--- config.mk ---
export PLATFORM = sky130hd
export DESIGN_NAME = seg_scan_display
export DESIGN_NICKNAME = d
export VERILOG_FILES = /design/src/rtl/seg_pkg.sv /design/src/rtl/seg_glyph_decode.sv /design/src/rtl/seg_scan_display.sv
export SDC_FILE = /design/constraint.sdc
export NUM_CORES = 1
export LEC_CHECK = 0
export BUFFER_PORTS_ARGS = -buffer_cell sky130_fd_sc_hd__buf_2
export CAP_MARGIN = 20
export CORE_MARGIN = 1.5
export CORE_UTILIZATION = 50
export CTS_CLUSTER_DIAMETER = 40
export DETAILED_ROUTE_END_ITERATION = 16
export PLACE_DENSITY_LB_ADDON = 0.05
export SETUP_SLACK_MARGIN = 0.2
export SLEW_MARGIN = 0
export SYNTH_ARGS = -nofsm -noshare
export SYNTH_HDL_FRONTEND = slang
export SYNTH_SLANG_ARGS = --single-unit
--- constraint.sdc ---
create_clock -name clk -period 3.1 [get_ports clk]
set_input_delay 0.62 -clock clk [delete_from_list [all_inputs] [get_ports clk]]
set_output_delay 0.62 -clock clk [all_outputs]
set_load 0.005 [all_outputs]
--- src/rtl/seg_pkg.sv ---
// Shared glyph codes and cathode constants for the seven-segment scanner.
package seg_pkg;

  localparam logic [4:0] GLYPH_P      = 5'd10;
  localparam logic [4:0] GLYPH_T      = 5'd11;
  localparam logic [4:0] GLYPH_S      = 5'd12;
  localparam logic [4:0] GLYPH_DASH   = 5'd13;
  localparam logic [4:0] GLYPH_G      = 5'd14;
  localparam logic [4:0] GLYPH_HALF_M = 5'd15;
  localparam logic [4:0] GLYPH_E      = 5'd17;
  localparam logic [4:0] GLYPH_V      = 5'd18;
  localparam logic [4:0] GLYPH_R      = 5'd19;
  localparam logic [4:0] GLYPH_BLANK  = 5'd31;

  localparam logic [6:0] SEG_OFF = 7'h7F;

endpackage

--- src/rtl/seg_glyph_decode.sv ---
// Glyph code to active-low cathodes {G,F,E,D,C,B,A}; unknown codes are blank.
module seg_glyph_decode
  import seg_pkg::*;
(
  input  logic [4:0] code,
  output logic [6:0] seg
);

  always_comb begin
    seg = SEG_OFF;
    case (code)
      5'd0:         seg = 7'h40;
      5'd1:         seg = 7'h79;
      5'd2:         seg = 7'h24;
      5'd3:         seg = 7'h30;
      5'd4:         seg = 7'h19;
      5'd5:         seg = 7'h12;
      5'd6:         seg = 7'h02;
      5'd7:         seg = 7'h78;
      5'd8:         seg = 7'h00;
      5'd9:         seg = 7'h10;
      GLYPH_P:      seg = 7'h0C;
      GLYPH_T:      seg = 7'h07;
      GLYPH_S:      seg = 7'h12;
      GLYPH_DASH:   seg = 7'h3F;
      GLYPH_G:      seg = 7'h42;
      GLYPH_HALF_M: seg = 7'h48;
      GLYPH_E:      seg = 7'h06;
      GLYPH_V:      seg = 7'h41;
      GLYPH_R:      seg = 7'h2F;
      default:      seg = SEG_OFF;
    endcase
  end

endmodule

--- src/rtl/seg_scan_display.sv ---
// Multiplexed seven-segment scanner with double-buffered glyphs, blink and
// anti-ghost blanking of the first cycle of every digit slot.
module seg_scan_display
  import seg_pkg::*;
#(
  parameter int unsigned NUM_DIGITS   = 4,
  parameter int unsigned REFRESH_DIV  = 100000,
  parameter int unsigned BLINK_FRAMES = 64
) (
  input  logic                    clk,
  input  logic                    reset,
  input  logic [5*NUM_DIGITS-1:0] glyphs,
  input  logic [NUM_DIGITS-1:0]   dp_in,
  input  logic [NUM_DIGITS-1:0]   digit_en,
  input  logic [NUM_DIGITS-1:0]   blink_mask,
  input  logic                    load,
  output logic [NUM_DIGITS-1:0]   an,
  output logic [6:0]              seg,
  output logic                    dp,
  output logic                    frame_done
);

  localparam int unsigned IdxW   = (NUM_DIGITS > 1) ? $clog2(NUM_DIGITS) : 1;
  localparam int unsigned SlotW  = $clog2(REFRESH_DIV);
  localparam int unsigned FrameW = (BLINK_FRAMES > 1) ? $clog2(BLINK_FRAMES) : 1;

  localparam logic [IdxW-1:0]   IdxLast   = IdxW'(NUM_DIGITS - 1);
  localparam logic [SlotW-1:0]  SlotLast  = SlotW'(REFRESH_DIV - 1);
  localparam logic [FrameW-1:0] FrameLast = FrameW'(BLINK_FRAMES - 1);

  logic [SlotW-1:0]        slot_q;
  logic [IdxW-1:0]         idx_q;
  logic [FrameW-1:0]       frame_q;
  logic                    blink_q;
  logic [5*NUM_DIGITS-1:0] stage_glyph_q, active_glyph_q;
  logic [NUM_DIGITS-1:0]   stage_dp_q, active_dp_q;
  logic                    pending_q;
  logic [NUM_DIGITS-1:0]   an_q;
  logic [6:0]              seg_q;
  logic                    dp_q, frame_done_q;

  logic                  slot_term, frame_end, lit;
  logic [4:0]            cur_code;
  logic [6:0]            cur_seg;
  logic                  cur_dp, cur_en, cur_blink;
  logic [NUM_DIGITS-1:0] sel;

  assign slot_term = (slot_q == SlotLast);
  assign frame_end = slot_term && (idx_q == IdxLast);

  always_comb begin
    cur_code  = GLYPH_BLANK;
    cur_dp    = 1'b0;
    cur_en    = 1'b0;
    cur_blink = 1'b0;
    sel       = '0;
    for (int i = 0; i < int'(NUM_DIGITS); i++) begin
      if (idx_q == IdxW'(i)) begin
        cur_code  = active_glyph_q[5*i +: 5];
        cur_dp    = active_dp_q[i];
        cur_en    = digit_en[i];
        cur_blink = blink_mask[i];
        sel[i]    = 1'b1;
      end
    end
  end

  // digit_en and blink_mask are live; the glyph data comes from the active bank.
  assign lit = (slot_q != '0) && cur_en && !(cur_blink && blink_q);

  seg_glyph_decode u_decode (
    .code (cur_code),
    .seg  (cur_seg)
  );

  always_ff @(posedge clk) begin
    if (reset) begin
      slot_q         <= '0;
      idx_q          <= '0;
      frame_q        <= '0;
      blink_q        <= 1'b0;
      stage_glyph_q  <= '1;
      active_glyph_q <= '1;
      stage_dp_q     <= '0;
      active_dp_q    <= '0;
      pending_q      <= 1'b0;
      an_q           <= '1;
      seg_q          <= SEG_OFF;
      dp_q           <= 1'b1;
      frame_done_q   <= 1'b0;
    end else begin
      slot_q <= slot_term ? '0 : slot_q + SlotW'(1);
      if (slot_term) begin
        idx_q <= (idx_q == IdxLast) ? '0 : idx_q + IdxW'(1);
      end
      frame_done_q <= frame_end;

      if (frame_end) begin
        if (frame_q == FrameLast) begin
          frame_q <= '0;
          blink_q <= ~blink_q;
        end else begin
          frame_q <= frame_q + FrameW'(1);
        end
      end

      // A load landing on the boundary bypasses staging entirely.
      if (frame_end) begin
        if (load) begin
          active_glyph_q <= glyphs;
          active_dp_q    <= dp_in;
        end else if (pending_q) begin
          active_glyph_q <= stage_glyph_q;
          active_dp_q    <= stage_dp_q;
        end
        pending_q <= 1'b0;
      end else if (load) begin
        stage_glyph_q <= glyphs;
        stage_dp_q    <= dp_in;
        pending_q     <= 1'b1;
      end

      an_q  <= lit ? ~sel : '1;
      seg_q <= lit ? cur_seg : SEG_OFF;
      dp_q  <= lit ? ~cur_dp : 1'b1;
    end
  end

  assign an         = an_q;
  assign seg        = seg_q;
  assign dp         = dp_q;
  assign frame_done = frame_done_q;

endmodule
After elaboration in Yosys (flattened, before gate mapping)
Memories as Yosys holds them, arrays and structs flattened. A register that Yosys moved wholly into a read port is not among the register bits.
Cells that the tools add are included.

storage, ports and cells
  memories kept = 1
  word-level logic and storage cells = 66
  memory bits (read-only) = 224
  output and inout bits = 13
  input bits = 35
  register bits = 81

memory list
  name              depth  bits a word  read ports  clocked after Yosys merged registers in  write ports  RTL line                source
  (name not given)  32     7            1           1                                        0            seg_glyph_decode.sv:11  case (code)

operators by class
  equality and inequality tests = 5
  mux-type cells = 26
  reduce and logical (&&, ||, !) cells = 14
  bitwise logic cells = 5
  add/subtract/negate cells = 3

operator list
  kind                   number
  $mux 20                2
  $mux 5                 4
  $add 17x1->17 const B  1
  $eq 17x17->1 const B   1
  $reduce_bool 17->1     1
  $mux 1                 16
  $mux 4                 2
  $add 6x1->6 const B    1
  $eq 6x6->1 const B     1
  $mux 6                 1
  $reduce_and 2->1       3
  $reduce_or 2->1        3
  $eq 2x2->1 const B     2
  $logic_and 1x1->1      4
  $not 1->1              4
  $not 4->4              1
  $add 2x1->2 const B    1
  $eq 2x1->1 const B     1
  $logic_not 2->1        1
  $mux 2                 1
  $reduce_bool 2->1      1
  $logic_not 1->1        1

Longest topological paths before layout
  depth after elaboration = 10
  gate-level depth with buffers = 10
  depth with buffers taken out = 7

Cells and area by module
A second synthesis with hierarchy kept.

unflattened totals
  cell total of the unflattened synthesis = 575
  area, all modules = 4702.0 µm²

modules (own cells, without submodules)
  module            instances  area each (µm²)  sequential area each (µm²)  cells an instance
  seg_scan_display  1          4294.1           1761.7                      519
  seg_glyph_decode  1          407.9            0.0                         56

Worst setup path before layout
OpenSTA, ideal clock, no wires.

  path kind = register to register
  start = register idx_q[0]
  end = register seg_q[3] (netlist: seg[3])
  data required time = 2.963 ns
  cell stages (with the launch flop) = 10
  clock period less this slack = 2.299 ns
  buffers on the path = 2
  arrival = 2.162 ns
  library setup time = 0.137 ns
  setup slack = 0.801 ns
  cells stage by stage = dfxtp_1 inv_1 ha_1 buf_2 or2_1 buf_2 o311a_1 xnor2_1 a2111oi_0 a22oi_1

between the ends
  longest elaborated chain between the ends = 10
  elaborated cells between the ends (all ways) = 22
  classes of those cells = eq/ne (3); mux (12); bitwise (1); reduce/logical (6)

ends and longest elaborated chain
  item                              RTL line                source
  start, declared                   seg_scan_display.sv:32  logic [IdxW-1:0] idx_q;
  start signal, assigned            seg_scan_display.sv:94  idx_q <= (idx_q == IdxLast) ? '0 : idx_q + IdxW'(1);
  $logic_not 2->1                   seg_scan_display.sv:58  if (idx_q == IdxW'(i)) begin
  $mux 1 (4 in a row)               seg_scan_display.sv:58
  $logic_and 1x1->1                 seg_scan_display.sv:69  assign lit = (slot_q != '0) && cur_en && !(cur_blink && blink_q);
  $logic_not 1->1                   seg_scan_display.sv:69
  $logic_and 1x1->1                 seg_scan_display.sv:69
  $not 1->1 (no source line)        -
  $reduce_or 2->1 (no source line)  -
  end, declared                     seg_scan_display.sv:39  logic [6:0] seg_q;

Parallel ways exist; a longest one is shown, timed or not.
A chain may end at the register's enable or synchronous reset.

Worst setup path after layout
Ends and elaborated chain as after synthesis.

==> out/summary.txt <==
Comb power frac: 0.069
Pin slew with the least headroom to its limit: 984.3 ps
Net count after synthesis: 534
Path depth of the worst reg2reg path: 7
Clock transition at the register clock pins on the worst setup and hold paths after CTS: 80 ps
Number of max-cap violations: 0
Post-synth top area cell: dfxtp_1
Normalized max-slew margin: 0.3438
Post-synth top flop: dfxtp_1
CTS Hold Bufs: 0
Hold WC Path Type: flop to flop
Capture point of the worst path: seg[3]$_SDFF_PP1_
Clock group share of total power: 0.364
Synthesis-to-finish area growth: 10.68%
Fraction of registers with async set or reset after synthesis: 0
Core region area: 8217 µm²
Final core utilization: 0.5713
Count of flip-flops with a built-in enable after synthesis: 0
Total number of vias: 3501
Slowest stage cell on the critical path: o311a_1
Horizontal die dimension: 95.11 µm
Die Y: 95.11 µm
IR drop worst, VDD: 0.2354 mV
Cell types with the largest area share after synthesis: dfxtp_1, nand2_1, mux2i_1, nor2_1, nand3b_1
Htree depth: 3
Met1 GRT Util: 0.2838
Average vias per placed instance: 5.531
Crit path buf inv count: 1
Relative contribution of sequential cells to total power: 0.567
Latest clock arrival within the worst-skew pair: 360 ps
Status: finished clean
Critical R2R Launch: idx_q[0]$_SDFFE_PP0N_
Largest net degree at the start of global routing: 63
Sum of net half-perimeters after detailed placement: 6.473 mm
Clock root buffer master: clkbuf_8
TritonCTS clock tree: done
Complex-gate fraction of the synthesized area: 0.1434
Number of max-slew violations in the final report: 0
Distinct cell type count of the synthesized netlist: 52
Simple logic cell fraction of the synthesized area: 0.2693
Global-route track usage on met2: 0.3712
Hold violation count in the final report: 0
Share of Yosys cell area claimed by the top area cell type: 0.4153
Maximum clock frequency: 389.1 MHz
Mapped Area: 4242 µm²
Busiest metal layer after global routing: met2
Antenna violations before repair: 0
Internal Pwr Total: 1.574 mW
I/O Pins: 48
Port-buffer cells: 47
Setup violations, final: 0
Pre-Repair DR Iteration Count: 4
Inserted Diodes: 0
Fin crit share: 0.8291
Startpoint type of the worst setup path: flop
Cell class contributing the biggest share of worst-path delay: compound AO/OA/AOI/OAI gates
Remaining antenna violation count after routing: 0
Ranking of synthesized cells by instance count: dfxtp_1, nand2_1, nor2_1
Depth of the critical timing path with buffers and inverters included: 7
Net Switching: 488.0 µW
DIE AREA: 9045 µm²
Post-DR wirelength/cell: 14.74 µm
Crit path from: idx_q[0]$_SDFFE_PP0N_
R2R Setup Slk: 530 ps
Most common cell in the synthesized netlist: dfxtp_1
Num CTS Buffers: 9
Met3 track demand over resource: 0.04147
RSZ-0062 raised after global routing: no
Min Tclk post-route: 2570 ps
Wire length of the first global-routing pass: 15.53 mm
Setup_tns: 0 ps
Number of nets at the end of the flow: 565
Fraction of the mapped netlist area in adder cells: 0.02065
Switching Fraction: 0.2366
Cell Chain, Critical Path: inv_1, ha_1, or2_4, o311a_1, xnor2_1, a2111oi_1, a22oi_1
Max Fanout on Critical Path: 12
Number of standard cells after synthesis: 492
Endpoint of the most critical register-to-register path: seg[3]$_SDFF_PP1_
Final Routed Wirelength: 9.328 mm
Gpl congestion: 0.8857
Flip-flop and latch count after synthesis: 88
Signal arrival time at the worst endpoint: 2770 ps
Overall routing resource usage: 0.2217
Seq/Total Area, Yosys: 0.4153
Number of global-route vias before repair: 3327
Largest incremental delay on the critical path: 500 ps
PD cells: 439.2 nW/µm²
Starting density of the core: 0.5162
Leakage power: 1.789 nW
Crit end category: flop
Iter 0 DRT Violations: 121
CTS sink count: 88
Number of warnings reported in the yosys synthesis log: 0
WS Path Type: flop to flop
Mean post-synth cell area: 8.621 µm²
Xor and xnor fraction of the mapped netlist area: 0.04336
Fraction of layout cells with a size suffix above 1: 0.1515
Clock skew after layout: 11.49 ps
Mux share of post-synthesis cell area: 0.06372
Final global-route overflow total: 0
Data required time of the worst path: 3300 ps
Longest Clk Path Bufs: 2
Largest family of logic cells by synthesized area: simple AND/OR/NAND/NOR gates
Number of core rows: 33
DRC viols: 0
==> cells by family after synthesis <==
logic type               after synthesis
AND/OR/NAND/NOR                      228
buffers and inverters                 42
AO/OA/AOI/OAI                         79
multiplexers                          27
adder cells (fa/ha/maj)                7
XOR/XNOR                              21
flip-flops                            88
==> worst min-delay path, delay by kind of cell (launching register included) <==
| family | cells | cell delay [ps] |
|---|---|---|
| simple gates | 1 | 50 |
| flops | 1 | 310 |
| compound gates | 1 | 50 |
==> sequential cells by signal (all words and copies together) (netlist names), 2 cells and up <==
register        flops
an                  4
idx_q               2
frame_q             6
active_dp_q         4
active_glyph_q     20
slot_q             17
seg                 7
stage_glyph_q      20
stage_dp_q          4
==> power by group through the flow <==
stage                     sequential (mW)  combinational [mW]  clock, mW
final                                1.17               0.142      0.751
after global routing                 1.17               0.160      0.808
after CTS                            1.17               0.144      0.766
after detailed placement             1.20               0.143          0
after global placement               1.19               0.140          0
after floorplan                      1.19              0.0940          0
==> metrics by stage <==
step / setup slack (ps) / cells / hold slack, ps / total power [mW] / cell area (µm²)
global placement: 562.3 / 617 / 441.4 / 1.335 / 4504
floorplan: 801.1 / 492 / 435.3 / 1.287 / 4242
detailed placement: 432.6 / 617 / 447.0 / 1.339 / 4504
global route: 306.5 / 633 / 473.3 / 2.141 / 4695
CTS: 402.1 / 633 / 459.0 / 2.079 / 4690
finish: 529.9 / 633 / 456.5 / 2.062 / 4695
==> layer usage <==
layer / part of all wire / routed length [µm] / vias up
met5: 0 / 0 / -
met4: 0.015 / 138 / 0
met3: 0.026 / 244 / 12
met2: 0.48 / 4500 / 43
met1: 0.48 / 4445 / 1648
li1: - / - / 1798
==> how the worst min path moves through the flow <==
stage | from | end | slack, ps | cells past startpoint
final | stage_dp_q[3]$_SDFFE_PP0P_ | stage_dp_q[3]$_SDFFE_PP0P_ | 460 | 2
after floorplan | active_glyph_q[15]$_SDFFE_PP1P_ | active_glyph_q[15]$_SDFFE_PP1P_ | 440 | 1
after global placement | stage_dp_q[0]$_SDFFE_PP0P_ | stage_dp_q[0]$_SDFFE_PP0P_ | 440 | 2
after detailed placement | stage_dp_q[1]$_SDFFE_PP0P_ | stage_dp_q[1]$_SDFFE_PP0P_ | 450 | 2
after global routing | digit_en[3] | an[3]$_SDFF_PP1_ | 470 | 2
after CTS | stage_dp_q[1]$_SDFFE_PP0P_ | stage_dp_q[1]$_SDFFE_PP0P_ | 460 | 2
==> final cells by class <==
class / count / area [µm²]
Tap cell: 105 / 131.4
Inverter: 9 / 33.78
Sequential cell: 88 / 1762
Multi-Input combinational cell: 362 / 2302
Clock buffer: 14 / 172.7
Fill cell: 780 / 3522
Clock inverter: 2 / 12.51
Timing Repair Buffer: 53 / 280.3
==> what timing repair did <==
| action | CTS | global route |
|---|---|---|
| resized for setup | 0 | 3 |
| setup buffers | 0 | 0 |
| endpoints found under the setup margin | 0 | 1 |
==> cell usage in the layout (no fill, tap or decap), types with 5 or more instances in the layout <==
cell type	n
mux2i_1	27
xor2_1	8
nand3b_1	28
a211oi_1	9
nor2b_1	7
nand3_1	13
and3_1	6
nand2_1	75
nor2_1	59
clkbuf_8	12
ha_1	7
nor3b_1	5
buf_4	6
nor3_1	9
a21oi_1	11
buf_2	47
xnor2_1	13
nand4_1	8
dfxtp_1	88
inv_1	8
o21ai_0	12
a211o_1	20
Power figures use the tool's default switching activity.
